==> src/rtl/rs232_cmd_ctrl_if.sv <==
// rtl/rs232_cmd_ctrl_if.sv - UART byte strobes and register bus bundle for the command controller
interface rs232_cmd_ctrl_if;
  logic [7:0] rx_data;
  logic       rx_done;
  logic       tx_busy;
  logic [7:0] tx_data;
  logic       tx_trg;
  logic [7:0] reg_addr;
  logic [7:0] reg_wdata;
  logic       reg_we;
  logic       reg_re;
  logic [7:0] reg_rdata;
  logic       busy;
  logic       frame_err;
  logic       overrun;

  modport master (
    input  rx_data, rx_done, tx_busy, reg_rdata,
    output tx_data, tx_trg, reg_addr, reg_wdata, reg_we, reg_re, busy, frame_err, overrun
  );

  modport slave (
    output rx_data, rx_done, tx_busy, reg_rdata,
    input  tx_data, tx_trg, reg_addr, reg_wdata, reg_we, reg_re, busy, frame_err, overrun
  );
endinterface

==> src/rtl/rs232_cmd_ctrl.sv <==
// rtl/rs232_cmd_ctrl.sv - 3-byte FLOW/ADDR/DATA UART command engine driving the register bus
module rs232_cmd_ctrl #(
  parameter int unsigned TIMEOUT_CYCLES = 500000,
  parameter int unsigned CNT_W          = 20
) (
  input  logic               clk_50mhz_i,
  input  logic               rst_ni,
  rs232_cmd_ctrl_if.master   bus_if
);

  typedef enum logic [2:0] {
    S_IDLE, S_GET_ADDR, S_GET_DATA, S_EXEC, S_RD_WAIT, S_SEND, S_SEND_WAIT
  } state_e;

  localparam logic [CNT_W-1:0] CNT_LAST = CNT_W'(TIMEOUT_CYCLES - 1);

  state_e           state_q, state_d;
  logic [CNT_W-1:0] cnt_q, cnt_d;
  logic             rd_q, rd_d;
  logic [7:0]       addr_q, addr_d;
  logic [7:0]       wdata_q, wdata_d;
  logic [7:0]       txd_q, txd_d;
  logic             skip_q, skip_d;
  logic             ferr_q, ferr_d;
  logic             ovr_q, ovr_d;
  logic             timeout;
  logic             tx_trg, reg_we, reg_re;

  assign timeout = (cnt_q == CNT_LAST);

  always_ff @(posedge clk_50mhz_i or negedge rst_ni) begin
    if (!rst_ni) begin
      state_q <= S_IDLE;
      cnt_q   <= '0;
      rd_q    <= 1'b0;
      addr_q  <= '0;
      wdata_q <= '0;
      txd_q   <= '0;
      skip_q  <= 1'b0;
      ferr_q  <= 1'b0;
      ovr_q   <= 1'b0;
    end else begin
      state_q <= state_d;
      cnt_q   <= cnt_d;
      rd_q    <= rd_d;
      addr_q  <= addr_d;
      wdata_q <= wdata_d;
      txd_q   <= txd_d;
      skip_q  <= skip_d;
      ferr_q  <= ferr_d;
      ovr_q   <= ovr_d;
    end
  end

  always_comb begin
    state_d = state_q;
    cnt_d   = cnt_q;
    rd_d    = rd_q;
    addr_d  = addr_q;
    wdata_d = wdata_q;
    txd_d   = txd_q;
    skip_d  = skip_q;
    ferr_d  = 1'b0;
    ovr_d   = 1'b0;
    tx_trg  = 1'b0;
    reg_we  = 1'b0;
    reg_re  = 1'b0;
    unique case (state_q)
      S_IDLE: begin
        if (bus_if.rx_done) begin
          rd_d    = bus_if.rx_data[0];
          cnt_d   = '0;
          state_d = S_GET_ADDR;
        end
      end
      // A byte on the very cycle the timeout expires is still accepted.
      S_GET_ADDR, S_GET_DATA: begin
        if (bus_if.rx_done) begin
          cnt_d = '0;
          if (state_q == S_GET_ADDR) begin
            addr_d  = bus_if.rx_data;
            state_d = S_GET_DATA;
          end else begin
            if (!rd_q) wdata_d = bus_if.rx_data;
            state_d = S_EXEC;
          end
        end else if (timeout) begin
          cnt_d   = '0;
          ferr_d  = 1'b1;
          state_d = S_IDLE;
        end else begin
          cnt_d = cnt_q + CNT_W'(1);
        end
      end
      S_EXEC: begin
        if (rd_q) begin
          reg_re  = 1'b1;
          state_d = S_RD_WAIT;
        end else begin
          reg_we  = 1'b1;
          state_d = S_IDLE;
        end
      end
      S_RD_WAIT: begin
        txd_d   = bus_if.reg_rdata;
        state_d = S_SEND;
      end
      S_SEND: begin
        if (!bus_if.tx_busy) begin
          tx_trg  = 1'b1;
          skip_d  = 1'b1;
          state_d = S_SEND_WAIT;
        end
      end
      // The UART raises busy one cycle after the trigger, so ignore busy for that cycle.
      S_SEND_WAIT: begin
        if (skip_q) begin
          skip_d = 1'b0;
        end else if (!bus_if.tx_busy) begin
          state_d = S_IDLE;
        end
      end
      default: state_d = S_IDLE;
    endcase
    if (bus_if.rx_done && (state_q == S_EXEC || state_q == S_RD_WAIT ||
                           state_q == S_SEND || state_q == S_SEND_WAIT)) begin
      ovr_d = 1'b1;
    end
  end

  assign bus_if.tx_data   = txd_q;
  assign bus_if.tx_trg    = tx_trg;
  assign bus_if.reg_addr  = addr_q;
  assign bus_if.reg_wdata = wdata_q;
  assign bus_if.reg_we    = reg_we;
  assign bus_if.reg_re    = reg_re;
  assign bus_if.busy      = (state_q != S_IDLE);
  assign bus_if.frame_err = ferr_q;
  assign bus_if.overrun   = ovr_q;

endmodule

==> src/flat_wrapper.sv <==
// flat-port wrapper written by rule: the top's interface ports become plain ports
module rs232_cmd_ctrl_flat 
#(
  parameter int unsigned TIMEOUT_CYCLES = 500000,
  parameter int unsigned CNT_W          = 20
)
  (clk_50mhz_i, rst_ni, bus_if_rx_data, bus_if_rx_done, bus_if_tx_busy, bus_if_reg_rdata, bus_if_tx_data, bus_if_tx_trg, bus_if_reg_addr, bus_if_reg_wdata, bus_if_reg_we, bus_if_reg_re, bus_if_busy, bus_if_frame_err, bus_if_overrun);
  rs232_cmd_ctrl_if bus_if_i ();
  input  logic clk_50mhz_i;
  input  logic rst_ni;
  input wire logic [$bits(bus_if_i.rx_data)-1:0] bus_if_rx_data;
  input wire logic [$bits(bus_if_i.rx_done)-1:0] bus_if_rx_done;
  input wire logic [$bits(bus_if_i.tx_busy)-1:0] bus_if_tx_busy;
  input wire logic [$bits(bus_if_i.reg_rdata)-1:0] bus_if_reg_rdata;
  output wire logic [$bits(bus_if_i.tx_data)-1:0] bus_if_tx_data;
  output wire logic [$bits(bus_if_i.tx_trg)-1:0] bus_if_tx_trg;
  output wire logic [$bits(bus_if_i.reg_addr)-1:0] bus_if_reg_addr;
  output wire logic [$bits(bus_if_i.reg_wdata)-1:0] bus_if_reg_wdata;
  output wire logic [$bits(bus_if_i.reg_we)-1:0] bus_if_reg_we;
  output wire logic [$bits(bus_if_i.reg_re)-1:0] bus_if_reg_re;
  output wire logic [$bits(bus_if_i.busy)-1:0] bus_if_busy;
  output wire logic [$bits(bus_if_i.frame_err)-1:0] bus_if_frame_err;
  output wire logic [$bits(bus_if_i.overrun)-1:0] bus_if_overrun;
  assign bus_if_i.rx_data = bus_if_rx_data;
  assign bus_if_i.rx_done = bus_if_rx_done;
  assign bus_if_i.tx_busy = bus_if_tx_busy;
  assign bus_if_i.reg_rdata = bus_if_reg_rdata;
  assign bus_if_tx_data = bus_if_i.tx_data;
  assign bus_if_tx_trg = bus_if_i.tx_trg;
  assign bus_if_reg_addr = bus_if_i.reg_addr;
  assign bus_if_reg_wdata = bus_if_i.reg_wdata;
  assign bus_if_reg_we = bus_if_i.reg_we;
  assign bus_if_reg_re = bus_if_i.reg_re;
  assign bus_if_busy = bus_if_i.busy;
  assign bus_if_frame_err = bus_if_i.frame_err;
  assign bus_if_overrun = bus_if_i.overrun;
  rs232_cmd_ctrl #(.TIMEOUT_CYCLES(TIMEOUT_CYCLES), .CNT_W(CNT_W)) u_core (.clk_50mhz_i(clk_50mhz_i), .rst_ni(rst_ni), .bus_if(bus_if_i));
endmodule
==> config.mk <==
export PLATFORM = sky130hd
export DESIGN_NAME = rs232_cmd_ctrl_flat
export DESIGN_NICKNAME = d
export VERILOG_FILES = /design/src/rtl/rs232_cmd_ctrl_if.sv /design/src/rtl/rs232_cmd_ctrl.sv /design/src/flat_wrapper.sv
export SDC_FILE = /design/constraint.sdc
export NUM_CORES = 1
export LEC_CHECK = 0
export CAP_MARGIN = 0
export CORE_MARGIN = 8
export CORE_UTILIZATION = 36
export DETAILED_ROUTE_END_ITERATION = 12
export GPL_TIMING_DRIVEN = 0
export PLACE_DENSITY_LB_ADDON = 0.12
export REMOVE_ABC_BUFFERS = 1
export SETUP_SLACK_MARGIN = 0.15
export SYNTH_ARGS = -nofsm -noshare
export SYNTH_HDL_FRONTEND = slang
export SYNTH_SLANG_ARGS = --single-unit
==> constraint.sdc <==
create_clock -name clk_50mhz_i -period 1.7 [get_ports clk_50mhz_i]
set_input_delay 0.34 -clock clk_50mhz_i [delete_from_list [all_inputs] [get_ports clk_50mhz_i]]
set_output_delay 0.34 -clock clk_50mhz_i [all_outputs]
set_load 0.05 [all_outputs]
==> results.json, run 1 <==
{
  "fp.dieH_um": 97.4,
  "firstDrtPassIters": 4,
  "seqCellArea_sq_um": 1280,
  "vias": 2098,
  "report.final.slew_viol_count": 0,
  "io_pins": 50,
  "drv_cap": 0,
  "multi_input_area_sq_um": 1440,
  "yosys-top-cells-area": "dfrtp_1, mux2_2, nand2_1",
  "fin_crit_sh_pct": 112,
  "rr_startpoint": "u_core.cnt_q[12]",
  "initial_core_util_pct": 37.4,
  "clockBufferDepth": 2,
  "grt_pass1_vias": 2043,
  "htreeDepth": 2,
  "endpoint_kind": "register",
  "powerDensity_nw_per_um2": 1820,
  "postSynthAreaPerCell_sq_um": 10.9,
  "synth_top_area_cell": "dfrtp_1",
  "max_freq_ghz": 0.526,
  "fp-row-count": 29,
  "overflow": 0,
  "min_period_ns": 1.90,
  "violations": "negative setup slack",
  "grt_util_all_layers_pct": 12.3,
  "ant_nets": 0,
  "min_to": "u_core.bus_if.overrun",
  "skew_ns": 0.00452,
  "met1_length_um": 3040,
  "gp_congestion": 0.781,
  "final_cell_area_sq_um": 3790,
  "drive_gt1_share_pct": 43.2,
  "synth_top_area_share_pct": 53.5,
  "grt_pass1_wl_um": 9920,
  "grt_max_degree": 37,
  "hold_class": "input pin to register",
  "drc_errors": 0,
  "r2r_cells": 6,
  "cts_tree": "yes",
  "ys.warnings.count": 0,
  "highest_layer": "met4",
  "setup.worst_path.class": "register to register",
  "die-width_um": 97.4,
  "avgViaCountPerCell": 5.42,
  "synth-seq-area-share_pct": 53.5,
  "required_ns": 1.90,
  "wl_met2_um": 3220,
  "rrSetupSlack_ns": -0.20,
  "cts_root_buf": "clkbuf_8",
  "nets": 330,
  "routed_wl_um": 6840,
  "clkLatencyLatePin_ns": 0.30,
  "cp_max_fo": 7,
  "rsz0062_at_grt": "true",
  "clkTransAtPathRegs_ns": 0.10,
  "final_core_util_pct": 59.3,
  "slew_headroom_pct": 61.0,
  "syn_inst": 219,
  "setup_viol": 21,
  "hold_viol": 0,
  "core_area_sq_um": 6390,
  "p_leak_uw": 0.00158,
  "port_buffers": 49,
  "worst_slew_pin_slew_ns": 0.582,
  "ir_drop_mv": 1.24,
  "start_kind": "register",
  "die_area_sq_um": 9490,
  "clkSinkCount": 51,
  "synth_seq_cells": 51,
  "wl_per_cell_um": 17.7,
  "antennaDiodeCount": 0,
  "synth_cell_type_count": 39,
  "hold_start": "bus_if_rx_done",
  "syn2layout_area_growth_pct": 58.7,
  "place_area_sq_um": 2950,
  "status": "complete, but fails checks",
  "drt_iter0_drc": 61,
  "antenna_found_initial": 0,
  "dp_hpwl_um": 3810,
  "cp.arrival_ns": 2.10,
  "cts_made_buffers": 5,
  "wl_met3_um": 492,
  "holdPathStages": 2,
  "syn_area_sq_um": 2390,
  "reg2reg_to": "u_core.cnt_q[3]",
  "fillers": 521,
  "setup_ws_ns": -0.200
}
-- critical path, stage by stage (launching register included) --
cell and delay (ns):
dfrtp_1 0.43, or4_4 0.56, nor4_4 0.14, buf_4 0.18
a31oi_4 0.15, a21o_1 0.20, a21o_1 0.14
-- area by class of cell --
cell class                 count  share of cell area (%)
clock buffer                   5                    1.82
clock inverter                 3                    1.16
inverter                       4                   0.595
multi-input combinational    160                    38.0
sequential                    51                    33.9
tap                           77                    2.54
timing repair buffer          87                    22.0
-- repair_timing --
item / CTS / global route
pin swaps: 18 / 18
hold endpoints to repair: 15 / 0
setup endpoints to repair: 77 / 65
cloned: 2 / 1
hold buffers: 1 / 0
buffers inserted: 14 / 22
resized for setup: 100 / 92
-- through the flow --
step	TNS, ns	hold WS, ns	cells	total power, uW	setup slack (ns)
finish	-2.90	0.424	387	6900	-0.200
global route	-4.14	0.424	387	7240	-0.286
CTS	-3.50	0.500	364	6020	-0.261
detailed placement	-24.44	0.291	339	4880	-0.908
global placement	-94.46	0.489	338	4860	-1.37
floorplan	-2.12	0.0444	212	3860	-0.351
-- cells in the mapped netlist --
master / n
a21o_1: 3
a21oi_1: 8
a21oi_2: 1
a22o_1: 1
a31oi_1: 5
a32oi_1: 1
and2_1: 3
and3_1: 1
and4_1: 3
buf_2: 3
buf_4: 1
clkbuf_1: 3
dfrtp_1: 51
ha_1: 1
inv_1: 3
inv_2: 1
mux2_2: 25
mux2i_1: 1
nand2_1: 21
nand2b_1: 2
nand3_1: 15
nand4_1: 7
nor2_1: 15
nor3_1: 6
nor3_2: 2
nor4_1: 3
nor4_4: 1
o211ai_1: 1
o21a_1: 1
o21ai_0: 9
o21ai_1: 1
o2bb2ai_1: 1
o311ai_1: 6
o31ai_1: 3
or2_2: 1
or3_1: 3
or4_4: 1
xnor2_1: 4
xor2_1: 1
-- layer usage --
metal,global-route usage [%],vias up
li1,-,1003
met1,15.6,1037
met2,19.0,48
met3,5.05,10
met4,2.56,0
met5,0,-
-- registers in the layout, summed over array words and instances (netlist names) --
register                 flops
u_core.state_q               3
u_core.bus_if.overrun        1
u_core.bus_if.frame_err      1
u_core.bus_if.reg_wdata      8
u_core.bus_if.reg_addr       8
u_core.bus_if.tx_data        8
u_core.rd_q                  1
u_core.skip_q                1
u_core.cnt_q                20
-- cell families after synthesis --
| logic type | synth area share, % |
|---|---|
| xor gates and xnor gates | 1.84 |
| buffers and inverters | 2.04 |
| muxes | 12.2 |
| and+or+nand+nor | 18.6 |
| AOI/OAI and AO/OA | 11.3 |
| DFF | 53.5 |
| adders and majority gates | 0.524 |
-- power by group --
part / internal, uW / switching [uW]
combinational: 1700 / 2490
clock: 439 / 419
sequential: 1590 / 267
total: 3720 / 3180
-- how the worst max path moves through the flow --
stage / cells after the start / slack [ns] / startpoint / endpoint
final: 6 / -0.20 / u_core.cnt_q[12] / u_core.cnt_q[3]
after global routing: 6 / -0.29 / u_core.cnt_q[0] / u_core.cnt_q[18]
after CTS: 6 / -0.26 / u_core.cnt_q[12] / u_core.cnt_q[3]
after detailed placement: 6 / -0.91 / bus_if_rx_done / u_core.cnt_q[17]
after global placement: 1 / -1.37 / rst_ni / u_core.bus_if.reg_wdata[7]
after floorplan: 2 / -0.35 / u_core.state_q[1] / bus_if_reg_we
-- cell usage in the layout (no fill, tap or decap), types with 4 or more instances in the layout --
master,Yosys,layout
dfrtp_1,51,46
buf_4,1,21
mux2_4,0,16
clkdlybuf4s50_1,0,16
nand2_1,21,15
clkdlybuf4s15_1,0,13
nand3_1,15,12
buf_6,0,12
mux2_2,25,9
clkbuf_2,0,9
a21oi_1,8,8
nor2_1,15,8
nand4_1,7,7
nor2_4,0,5
o21ai_0,9,5
clkbuf_8,0,5
dfrtp_2,0,5
xnor2_1,4,4
o311ai_1,6,4
dlygate4sd2_1,0,4
buf_12,0,4
No activity file was read; power rests on OpenSTA's default activity.
==> run 2: changes to the inputs <==
- TNS_END_PERCENT: unset -> 30
==> run 2 against run 1 <==
Net effect:
- combinational power is 21% lower
- count of clock-buffer cells in the layout unchanged
- critical path type unchanged
- maximum frequency barely moved
- critical path depth unchanged
- via count decreased by 6.6%
- clock skew fell by 0.0010 ns
- largest cell class unchanged
- routed wire length decreased by 13%
- the run still ends with negative setup slack left
==> results.json, run 2 (synthesized netlist as in run 1, its figures left out) <==
{
  "violations": "negative setup slack",
  "status": "complete, but fails checks",
  "drc_errors": 0,
  "antenna_found_initial": 0,
  "cts_made_buffers": 5,
  "powerDensity_nw_per_um2": 1750,
  "fp-row-count": 29,
  "worst_slew_pin_slew_ns": 0.576,
  "nets": 310,
  "ant_nets": 0,
  "largest-register": "u_core.cnt_q",
  "cp.arrival_ns": 2.10,
  "die-width_um": 97.4,
  "place_area_sq_um": 2950,
  "clockBufferDepth": 2,
  "report.final.slew_viol_count": 0,
  "start_kind": "register",
  "final_common_cell": "dfrtp_1",
  "syn2layout_area_growth_pct": 44.2,
  "dp_hpwl_um": 3810,
  "clkLatencyLatePin_ns": 0.30,
  "drv_cap": 0,
  "initial_core_util_pct": 37.4,
  "antennaDiodeCount": 0,
  "grt_max_degree": 37,
  "max_freq_ghz": 0.526,
  "die_area_sq_um": 9490,
  "vias": 1960,
  "critPathTopFamily": "simple AND/OR/NAND/NOR gates",
  "firstDrtPassIters": 4,
  "path_common_cell": "a21o_1",
  "required_ns": 1.90,
  "hold_viol": 0,
  "drive_gt1_share_pct": 36.6,
  "clkTransAtPathRegs_ns": 0.09,
  "clkSinkCount": 51,
  "fp.dieH_um": 97.4,
  "cts_root_buf": "clkbuf_8",
  "p_leak_uw": 0.00139,
  "io_pins": 50,
  "grt_pass1_wl_um": 9850,
  "cp.buffers_inverters": 1,
  "port_buffers": 49,
  "hold_class": "input pin to asynchronous set/reset pin",
  "final_cell_area_sq_um": 3440,
  "skew_ns": 0.00349,
  "setup.worst_path.class": "register to register",
  "critical-path-slowest-cell": "or4_4",
  "largest_register_ffs": 20,
  "grt_pass1_vias": 2037,
  "wl_per_cell_um": 16.2,
  "gp_congestion": 0.781,
  "cp_max_fo": 7,
  "rsz0062_at_grt": "true",
  "overflow": 0,
  "fin_crit_sh_pct": 112,
  "ir_drop_mv": 1.27,
  "slew_headroom_pct": 61.4,
  "htreeDepth": 2,
  "dp_cells": 339,
  "critPathMaxStageDelay_ns": 0.56,
  "core_area_sq_um": 6390,
  "avgViaCountPerCell": 5.34,
  "setup_viol": 20,
  "cts_tree": "yes",
  "stdcell_count": 367,
  "routed_wl_um": 5940,
  "drt_iter0_drc": 66,
  "setup_ws_ns": -0.200,
  "layout_common_cells": "dfrtp_1, mux2_2, clkdlybuf4s50_1",
  "min_period_ns": 1.90,
  "endpoint_kind": "register",
  "crit_chain": "or4_4, nor4_4, buf_4, a31oi_4, a21o_1, a21o_1",
  "grt_util_all_layers_pct": 12.2
}
[run 2: cell count changes in the layout (fill, tap and decap cells not counted), moves of 4 or more]
cell	previous run	this run
buf_4	21	12
mux2_4	16	0
o21ai_0	5	9
mux2_2	9	25
buf_6	12	4
[run 2: power by group]
| group | switching (uW) | internal, uW | total (uW) |
|---|---|---|---|
| clock network | 403 | 439 | 842 |
| registers | 259 | 1590 | 1850 |
| logic | 2170 | 1160 | 3330 |
| total | 2830 | 3190 | 6020 |
[run 2: final cells by class]
cell class,count,area (sq um)
Fill cell,571,2950
Multi-Input combinational cell,159,1300
Sequential cell,51,1280
Timing Repair Buffer,68,636
Tap cell,77,96.3
Clock buffer,5,68.8
Clock inverter,3,43.8
Inverter,4,15.0
[run 2: per-layer routing]
layer  GRT usage, %  wire [um]
met2           18.7       2690
met4           2.56         26
met1           15.6       2800
met3           5.05        414
met5              0          0
[run 2: worst paths after layout]
path                                          start                  endpoint  slack (ns)  cells past startpoint
max                                u_core.cnt_q[12]           u_core.cnt_q[3]       -0.20                      6
min                                          rst_ni  u_core.bus_if.tx_data[2]        0.49                      2
max reg2reg                        u_core.cnt_q[12]           u_core.cnt_q[3]       -0.20                      6
min reg2reg                u_core.bus_if.tx_data[2]  u_core.bus_if.tx_data[2]        0.51                      1
max in group asynchronous                    rst_ni         u_core.state_q[2]        0.69                      3
min in group clk_50mhz_i   u_core.bus_if.tx_data[2]  u_core.bus_if.tx_data[2]        0.51                      1
[run 2: what timing repair did]
action	4_1_cts	5_1_grt
hold buffers	1	0
resized for setup	95	45
pin swaps	17	12
endpoints found under the hold margin	15	0
gates cloned	2	0
endpoints found under the setup margin	77	64
setup buffers	13	4
[run 2: stage by stage]
stage	setup slack [ns]	setup TNS, ns	hold WS, ns	power (uW)	util [%]
floorplan	-0.351	-2.12	0.0444	3860	-
global placement	-1.37	-94.46	0.489	4860	46.0
detailed placement	-0.908	-24.44	0.291	4880	46.3
CTS	-0.261	-4.48	0.500	5960	52.2
global route	-0.261	-4.00	0.516	6360	53.9
finish	-0.200	-2.85	0.490	6020	53.9
==> run 3: changes to the inputs <==
- DONT_BUFFER_PORTS: unset -> 1
==> run 3 against run 2 <==
Net effect:
- the flow still finishes with violations (negative setup slack)
- non-clock buffer count decreased by 56
- total power decreased by 11%
- die area unchanged
- routed wire length decreased by 9.5%
- clock skew increased by 0.0060 ns
- worst setup slack got worse by 0.0033 ns
- highest routed layer unchanged
==> results.json, run 3 (synthesized netlist as in run 1, its figures left out) <==
{
  "status": "complete, but fails checks",
  "violations": "negative setup slack",
  "fin_crit_sh_pct": 112,
  "avgViaCountPerCell": 5.63,
  "skew_ns": 0.00948,
  "reg2reg_to": "u_core.cnt_q[15]",
  "min_to": "u_core.bus_if.overrun",
  "port_buffers": 0,
  "dp_hpwl_um": 3480,
  "fillers": 605,
  "grt_util_all_layers_pct": 11.3,
  "cts_made_buffers": 5,
  "max_freq_ghz": 0.525,
  "antenna_found_initial": 0,
  "r2r_cells": 6,
  "overflow": 0,
  "firstDrtPassIters": 4,
  "rr_startpoint": "u_core.cnt_q[12]",
  "cts_root_buf": "clkbuf_8",
  "htreeDepth": 2,
  "grt_max_degree": 52,
  "clkLatencyLatePin_ns": 0.31,
  "drc_errors": 0,
  "core_area_sq_um": 6390,
  "ir_drop_mv": 1.04,
  "largest-register": "u_core.cnt_q",
  "fin_hold_ws_ns": 0.146,
  "io_pins": 50,
  "min_period_ns": 1.90,
  "ant_nets": 0,
  "nets": 253,
  "die-width_um": 97.4,
  "routed_wl_um": 5370,
  "fp.dieH_um": 97.4,
  "powerDensity_nw_per_um2": 1840,
  "fp-row-count": 29,
  "rrSetupSlack_ns": -0.20,
  "holdPathStages": 1,
  "setup_ws_ns": -0.203,
  "start_kind": "register",
  "grt_pass1_wl_um": 9090,
  "setup_viol": 21,
  "layout_common_cells": "dfrtp_1, mux2_2, nand2_1",
  "grt_pass1_vias": 1812,
  "multi_input_area_sq_um": 1280,
  "p_leak_uw": 0.00114,
  "gp_congestion": 0.706,
  "wl_per_cell_um": 17.3,
  "final_common_cell": "dfrtp_1",
  "drive_gt1_share_pct": 35.6,
  "endpoint_kind": "register",
  "clkTransAtPathRegs_ns": 0.10,
  "largest_register_ffs": 20,
  "hold_start": "bus_if_rx_done",
  "hold_class": "input pin to register",
  "rsz0062_at_grt": "true",
  "hold_viol": 0,
  "initial_core_util_pct": 37.4,
  "clockBufferDepth": 2,
  "setup.worst_path.class": "register to register",
  "vias": 1746,
  "clkSinkCount": 51,
  "required_ns": 1.90,
  "slew_headroom_pct": 59.1,
  "crit_chain": "or4_4, nor4_4, a31oi_4, buf_12, a31oi_1, o31ai_1",
  "cp_max_fo": 6,
  "critPathMaxStageDelay_ns": 0.54,
  "cp.arrival_ns": 2.10,
  "drt_iter0_drc": 115,
  "worst_slew_pin_slew_ns": 0.608,
  "syn2layout_area_growth_pct": 22.5,
  "die_area_sq_um": 9490,
  "seqCellArea_sq_um": 1280,
  "antennaDiodeCount": 0,
  "drv_cap": 0,
  "critical-path-slowest-cell": "or4_4",
  "cts_tree": "yes",
  "report.final.slew_viol_count": 0,
  "p_total_uw": 5370
}
[run 3: changes by cell type in the layout (fill, tap and decap cells not counted), moves of 4 or more]
cell,before,now
dlygate4sd2_1,4,0
clkdlybuf4s15_1,13,0
clkdlybuf4s50_1,17,0
o21ai_1,0,4
clkbuf_2,9,0
mux2_4,0,5
o311ai_2,0,4
mux2_2,25,20
buf_4,12,7
[run 3: layer usage]
layer  share of wire, %  global-route usage [%]  vias to the layer above
li1                   -                       -                      834
met4                1.2                    4.20                        0
met5                  0                       0                        -
met3                7.7                    4.13                        7
met1                 44                    14.2                      870
met2                 47                    17.1                       35
[run 3: report_power, final]
| group | total (uW) | switching (uW) | internal (uW) | leakage (uW) |
|---|---|---|---|---|
| logic | 1590 | 838 | 754 | 0.000452 |
| clock network | 743 | 439 | 304 | 0.0000491 |
| registers | 3040 | 1470 | 1570 | 0.000644 |
[run 3: critical path, delay by kind of cell, from the launching register on]
family	cells	cell delay, ns
compound gates	3	0.43
flops	1	0.39
buf+inv	1	0.18
simple gates	2	0.78
[run 3: layout make-up]
cell class	instances	share of cell area, %
inverter	4	0.599
sequential	51	43.9
clock buffer	5	2.35
timing repair buffer	12	5.01
clock inverter	3	0.899
multi-input combinational	158	44.0
tap	77	3.30
[run 3: worst max path at each step]
stage / to / slack, ns / startpoint / depth (start not counted)
final: u_core.cnt_q[15] / -0.20 / u_core.cnt_q[12] / 6
after global routing: u_core.cnt_q[15] / -0.26 / u_core.cnt_q[9] / 6
after CTS: u_core.cnt_q[11] / -0.28 / u_core.cnt_q[12] / 6
after detailed placement: u_core.cnt_q[18] / -0.68 / u_core.state_q[1] / 5
after global placement: u_core.cnt_q[18] / -0.71 / u_core.state_q[1] / 5
after floorplan: bus_if_reg_we / -0.35 / u_core.state_q[1] / 2
[run 3: per-stage QoR]
step	setup WS, ns	TNS, ns	std cells	utilization, %	cell area (sq um)
2_1_floorplan	-0.351	-2.12	212	-	2350
3_3_place_gp	-0.710	-15.68	289	38.3	2450
3_5_place_dp	-0.679	-15.35	289	38.4	2450
4_1_cts	-0.277	-4.50	305	42.9	2740
5_1_grt	-0.259	-5.33	310	45.8	2920
6_report	-0.203	-3.35	310	45.8	2920
[run 3: timing repair]
action                                 in CTS  in global routing
setup endpoints to repair                  52                 51
gates cloned                                0                  2
pin swaps                                  10                 16
gates resized for setup                    26                 27
setup buffers                               6                  3
hold buffers                                2                  0
endpoints found under the hold margin      51                  0
